**src/rtl/calc_crc32.sv**
```systemverilog
// rtl/calc_crc32.sv - byte-serial Ethernet CRC-32 (reflected 0xEDB88320) FCS engine
// Register is re-seeded on reset or between frames; output is its complement.
module calc_crc32 (
  input  logic        clk,
  input  logic        rst_n,
  input  logic        i_calc,
  input  logic        i_vl,
  input  logic [7:0]  i_data,
  output logic [31:0] o_crc32
);

  localparam logic [31:0] CRC_POLY = 32'hEDB88320;
  localparam logic [31:0] CRC_SEED = 32'hFFFFFFFF;

  logic [31:0] crc_q;
  logic [31:0] crc_d;

  // Unrolled at elaboration into a pure XOR network, one byte per cycle.
  function automatic logic [31:0] next_crc(input logic [31:0] c_in, input logic [7:0] d);
    logic [31:0] c;
    c = c_in ^ {24'h0, d};
    for (int b = 0; b < 8; b++) begin
      c = c[0] ? ((c >> 1) ^ CRC_POLY) : (c >> 1);
    end
    return c;
  endfunction

  always_comb begin
    crc_d = crc_q;
    if (!i_vl) begin
      crc_d = CRC_SEED;
    end else if (i_calc) begin
      crc_d = next_crc(crc_q, i_data);
    end
  end

  // rst_n is active-high despite its name.
  always_ff @(posedge clk) begin
    if (rst_n) begin
      crc_q <= CRC_SEED;
    end else begin
      crc_q <= crc_d;
    end
  end

  assign o_crc32 = ~crc_q;

endmodule

```
**config.mk**
```make
export PLATFORM = sky130hd
export DESIGN_NAME = calc_crc32
export DESIGN_NICKNAME = d
export VERILOG_FILES = /design/src/rtl/calc_crc32.sv
export SDC_FILE = /design/constraint.sdc
export NUM_CORES = 1
export LEC_CHECK = 0
export CORE_UTILIZATION = 30
export CTS_BUF_LIST = sky130_fd_sc_hd__clkbuf_16
export CTS_CLUSTER_DIAMETER = 150
export DETAILED_ROUTE_END_ITERATION = 7
export PLACE_DENSITY = 0.55
export SYNTH_ARGS = -nofsm -noshare
export SYNTH_HDL_FRONTEND = slang
export SYNTH_SLANG_ARGS = --single-unit
export TNS_END_PERCENT = 30
```
**constraint.sdc**
```tcl
create_clock -name clk -period 2.89 [get_ports clk]
set_clock_uncertainty 0.2 [all_clocks]
set_input_delay 0.7225 -clock clk [delete_from_list [all_inputs] [get_ports clk]]
set_output_delay 0.7225 -clock clk [all_outputs]
set_load 0.01 [all_outputs]
```
==> results.cfg, run 1 <==
[run_status]
status = complete, no violations

[synthesis]
yosysSeqAreaShare = 0.326
syn-cell-area_sq_um = 1960
synth_seq_cells = 32
avgSynthCellArea_sq_um = 9.01
ys_warn_count = 0
synth_ff_type = dfxtp_1
ys_async_sr_fraction = 0
synthCells = 218
synth_edf_count = 0
ys_types = 28
syn-num-nets = 230

[floorplan]
initial_core_util = 0.309
core_area_sq_um = 6350
rows = 29
die_w_microns = 82.9
die_area_sq_um = 6880
die_h_microns = 82.9
io_pins = 44

[power_and_ir_drop]
clkPwrFrac = 0.284
switching_share = 0.310
combPwrFrac = 0.420
p_per_area_nw_per_um2 = 627
p_int_mw = 1.18
leakagePower_nw = 1.25
ir_drop_uv = 315
p_sw_mw = 0.530
pwr-share-seq = 0.296

[layout]
nNetsFinal = 288
fillerInstances = 635
areaGrowthSynthToFinish_pct = 38.7
stdcell_count = 354
reg_top3 = crc_q: 32 flops
regMostFlops = crc_q
final_cell_mix = xnor2_1, clkdlybuf4s50_1, inv_1, dfxtp_1, nand2_1
antenna_cells = 0
largest_reg_flops = 32
drive_gt1_frac = 0.123
layout_commonest_cell = xnor2_1

[detailed_routing]
postRouteAntennaNets = 0
drt_wl_total_mm = 4.53
drc = 0
routedWlPerCell_microns = 12.8
firstDrtPassIters = 4
drt-initial-drc-count = 38
vias = 1541
vias_per_cell = 4.35

[worst_setup_path]
cp_slowest_cell = xor3_1
startpoint_type = input port
r2r-start = crc_q[5]$_SDFFE_PP1P_
path_cells = clkdlybuf4s50_1, xnor2_1, xor3_1, buf_4, xnor2_1, xnor2_1, o21ai_0
cp_data_arrival_time_ns = 2.51
critical_path_peak_fanout = 3
crit_top_cell = xnor2_1
critPathCaptureType = flip-flop
worstPathRequired_ns = 2.84
rr_endpoint = crc_q[18]$_SDFFE_PP1P_
crit_type = input port to flip-flop
critPathMaxStageDelay_ns = 0.50
r2r_slack_ns = 0.91
reg2reg_depth = 6
startpoint = i_data[0]

[clocking]
cts_tree = yes
cts_made_buffers = 5
clock-sinks = 32
post-cts-setup-buffers = 0
clockRootBuffer = clkbuf_16
cts_resized = 0
clock_latency_ns = 0.27
clk_path_buf_depth = 2
hold_buffers = 0
h-tree-depth = 2
path_clk_slew_ns = 0.05

[hold_path]
hold_path_class = flip-flop to flip-flop
worstHoldStart = crc_q[22]$_SDFFE_PP1P_
whs_endpoint = crc_q[22]$_SDFFE_PP1P_
hold_depth = 2

[timing]
setup_tns_ns = 0
fmaxAchievable_mhz = 391
hold_ws_ns = 0.277
finalCritPeriodShare = 0.885
worst_slew_pin_slew_ns = 0.550
slew_violations = 0
setup_violations = 0
slew_headroom = 0.631
rsz0062_at_grt = false
min_period_ns = 2.56
final_hold_viol_count = 0

[global_routing]
grt_pass1_wl_mm = 7.64
globalRoute.totalOverflow = 0
grt_pass1_vias = 1523
track_usage = 0.144
antenna_found_initial = 0
grt_max_degree = 46

[place]
place_inst = 346
place_hpwl_mm = 3.44
io_buffers = 43
gp_congestion = 0.735

[run]
drv_cap = 0
[synthesized netlist by cell type, drive strengths merged, types with 2 or more instances]
| master | n | area share |
|---|---|---|
| o211ai | 15 | 0.057 |
| inv | 32 | 0.061 |
| o31ai | 2 | 0.0076 |
| a21oi | 8 | 0.020 |
| xor2 | 8 | 0.045 |
| dfxtp | 32 | 0.33 |
| o21ai | 9 | 0.023 |
| nor3 | 4 | 0.010 |
| a31oi | 4 | 0.013 |
| xnor2 | 58 | 0.30 |
| xor3 | 3 | 0.038 |
| nand2 | 22 | 0.042 |
| buf | 2 | 0.0038 |
| nor2 | 3 | 0.0057 |
| clkbuf | 8 | 0.015 |
[layout make-up]
class                   count  area [sq um]  area share
inverters                  33           124      0.0455
clock buffers               5           125      0.0459
repair buffers             61           566       0.208
clock inverters             3          11.3     0.00413
well taps                  77          96.3      0.0354
multi-input cells         143          1160       0.427
flip-flops and latches     32           641       0.235
[worst max-delay path: cells and delay by family]
kind,cells,cell delay (ns)
xor gates and xnor gates,4,1.08
AOI/OAI and AO/OA,1,0.08
buffers and inverters,2,0.62
[power by group through the flow]
stage | registers (mW) | clock network (mW) | logic (mW)
floorplan | 0.509 | 0 | 0.493
global placement | 0.516 | 0 | 0.721
detailed placement | 0.516 | 0 | 0.726
CTS | 0.507 | 0.499 | 0.729
global route | 0.511 | 0.518 | 0.792
finish | 0.507 | 0.486 | 0.718
[worst max path at each step]
stage / to / slack (ns) / cells after the start
after floorplan: crc_q[25]$_SDFFE_PP1P_ / 0.55 / 5
after global placement: crc_q[22]$_SDFFE_PP1P_ / 0.06 / 7
after detailed placement: crc_q[22]$_SDFFE_PP1P_ / 0.03 / 7
after CTS: crc_q[22]$_SDFFE_PP1P_ / 0.32 / 7
after global routing: crc_q[22]$_SDFFE_PP1P_ / 0.20 / 7
final: crc_q[22]$_SDFFE_PP1P_ / 0.33 / 7
[per-layer routing]
metal / wire [microns] / vias up / global-route usage
li1: - / 807 / -
met1: 2190 / 697 / 0.187
met2: 2090 / 30 / 0.229
met5: 0 / - / 0
met3: 178 / 7 / 0.0338
met4: 72 / 0 / 0.0611
[cell families after synthesis]
family,count (synthesis),synth area share
buf+inv,43,0.0822
compound gates,39,0.125
simple gates,34,0.0733
flops,32,0.326
mux,1,0.00510
xor+xnor,69,0.388
[metrics by stage]
stage	cell area, sq um	util	total power, mW	setup WS, ns
after floorplan	1960	-	1.00	0.550
after global placement	2590	0.408	1.24	0.0580
after detailed placement	2590	0.408	1.24	0.0286
after CTS	2730	0.429	1.74	0.316
after global routing	2730	0.429	1.82	0.203
final	2730	0.429	1.71	0.334
Note: power is estimated with default switching activity, not from simulation.
==> inputs of run 2 (changes only) <==
CORE_ASPECT_RATIO = 1.2   (was unset)
SETUP_SLACK_MARGIN = 0.5   (was unset)
==> run 2 against run 1 <==
  * Critical path type unchanged
  * First-iteration DRC count grew 92%
  * Sequential share of layout area decreased by 1.5 points
  * Global-route usage rose by 0.37 points
  * Total power rose by 4.2%
  * Final area up 7.0%
  * Worst hold slack worse by 0.0074 ns
  * Critical path depth fell by 1
  * Via count rose by 2.7%
  * Final cell count is 3.1% higher
  * Largest cell class unchanged
  * Clock power is essentially flat
  * Combinational power grew 9.3%
==> results.cfg, run 2 (same netlist as run 1, synthesis figures left out) <==
[run_status]
status = complete, no violations

[timing]
final_hold_viol_count = 0
finalCritPeriodShare = 0.823
worst_slew_pin_slew_ns = 0.564
hold_ws_ns = 0.269
min_period_ns = 2.38
slew_violations = 0
setup_tns_ns = 0
setup_violations = 0
slew_headroom = 0.624
rsz0062_at_grt = true
fmaxAchievable_mhz = 421

[detailed_routing]
drt-initial-drc-count = 73
drc = 0
postRouteAntennaNets = 0
vias_per_cell = 4.34
firstDrtPassIters = 6
vias = 1583
drt_wl_total_mm = 4.79
routedWlPerCell_microns = 13.1

[worst_setup_path]
startpoint_type = input port
critPathMaxStageDelay_ns = 0.49
crit_type = input port to flip-flop
cp_slowest_cell = clkdlybuf4s50_1
r2r-start = crc_q[0]$_SDFFE_PP1P_
critical_path_peak_fanout = 3
cp_num_buf_inv = 1
cp.depth = 6
crit_family = XOR/XNOR gates
cp_data_arrival_time_ns = 2.37
critPathCaptureType = flip-flop
startpoint = i_data[4]
reg2reg_depth = 5
worstPathRequired_ns = 2.88
crit_top_cell = xnor2_2
path_cells = clkdlybuf4s50_1, xnor2_4, xnor2_2, xnor2_2, xor2_1, a31oi_1

[clocking]
cts_tree = yes
clock_latency_ns = 0.27
clk_path_buf_depth = 2
cts_made_buffers = 5
clock-sinks = 32
clockRootBuffer = clkbuf_16
path_clk_slew_ns = 0.05
h-tree-depth = 2

[global_routing]
antenna_found_initial = 0
use_met1 = 0.198
grt_pass1_vias = 1536
grt_max_degree = 46
track_usage = 0.148
grt_use_met2 = 0.243
gr-usage-met3 = 0.0301
grt.busiest_layer = met2
globalRoute.totalOverflow = 0
grt_pass1_wl_mm = 7.67

[run]
drv_cap = 0

[layout]
nNetsFinal = 294
design_area_sq_um = 2920
largest_reg_flops = 32
stdcell_count = 365
antenna_cells = 0
post-route-util = 0.473
final_cell_mix = xnor2_1, clkdlybuf4s50_1, inv_1, dfxtp_1
reg_top3 = crc_q: 32 flops
drive_gt1_frac = 0.173
areaGrowthSynthToFinish_pct = 48.4
layout_commonest_cell = xnor2_1
regMostFlops = crc_q

[place]
io_buffers = 43
placed_area_sq_um = 2560
place_hpwl_mm = 3.31
place_inst = 346
gp_congestion = 0.756

[power_and_ir_drop]
p_per_area_nw_per_um2 = 611
p_sw_mw = 0.557
ir_drop_uv = 231
pwr-share-seq = 0.285
leakagePower_nw = 1.37
combPwrFrac = 0.441
p_int_mw = 1.22
clkPwrFrac = 0.275
switching_share = 0.313

[hold_path]
hold_depth = 2
hold_path_class = flip-flop to flip-flop
worstHoldStart = crc_q[22]$_SDFFE_PP1P_

[floorplan]
io_pins = 44
core_area_sq_um = 6170
die_area_sq_um = 6880
initial_core_util = 0.319
die_w_microns = 75.9
die_h_microns = 90.6
rows = 31
run 2: layout make-up:
type,instances,area [sq um]
clock buffers,5,125
clock inverters,3,11.3
fillers,607,3250
inverters,33,124
multi-input cells,143,1270
flip-flops and latches,32,641
well taps,82,103
repair buffers,67,637
run 2: repair_timing:
| item | CTS | global route |
|---|---|---|
| endpoints found under the setup margin | 20 | 12 |
| resized for setup | 10 | 8 |
| hold buffers | 0 | 0 |
| buffers inserted | 6 | 5 |
| pin swaps | 5 | 3 |
| hold endpoints to repair | 0 | 0 |
run 2: metrics by stage:
stage                     worst slack (ns)  power [mW]
after global routing                 0.450        1.88
final                                0.512        1.78
after global placement              0.0676        1.21
after CTS                            0.444        1.75
after detailed placement            0.0370        1.21
after floorplan                      0.550        1.00
run 2: worst register-to-register path: stages, from the launching register on:
cell	delay, ns
dfxtp_1	0.37
xnor2_1	0.37
xor3_1	0.44
xor3_1	0.36
mux2i_1	0.14
nand2_1	0.06
run 2: layer usage:
layer / share of wire / wire length (microns) / vias to the layer above
li1: - / - / 819
met1: 0.45 / 2140 / 726
met2: 0.51 / 2430 / 36
met3: 0.044 / 212 / 2
met4: 0.0033 / 16 / 0
met5: 0 / 0 / -
run 2: path summary, 6_finish.rpt:
path / end / slack [ns]
worst max-delay path: crc_q[26]$_SDFFE_PP1P_ / 0.51
worst min-delay path: crc_q[22]$_SDFFE_PP1P_ / 0.27
worst max register to register: crc_q[25]$_SDFFE_PP1P_ / 0.84
worst min register to register: crc_q[22]$_SDFFE_PP1P_ / 0.27
run 2: power by group through the flow:
stage / combinational [mW] / sequential [mW] / clock, mW
floorplan: 0.493 / 0.509 / 0
global placement: 0.696 / 0.515 / 0
detailed placement: 0.700 / 0.515 / 0
CTS: 0.745 / 0.506 / 0.501
global route: 0.852 / 0.512 / 0.516
finish: 0.785 / 0.507 / 0.489
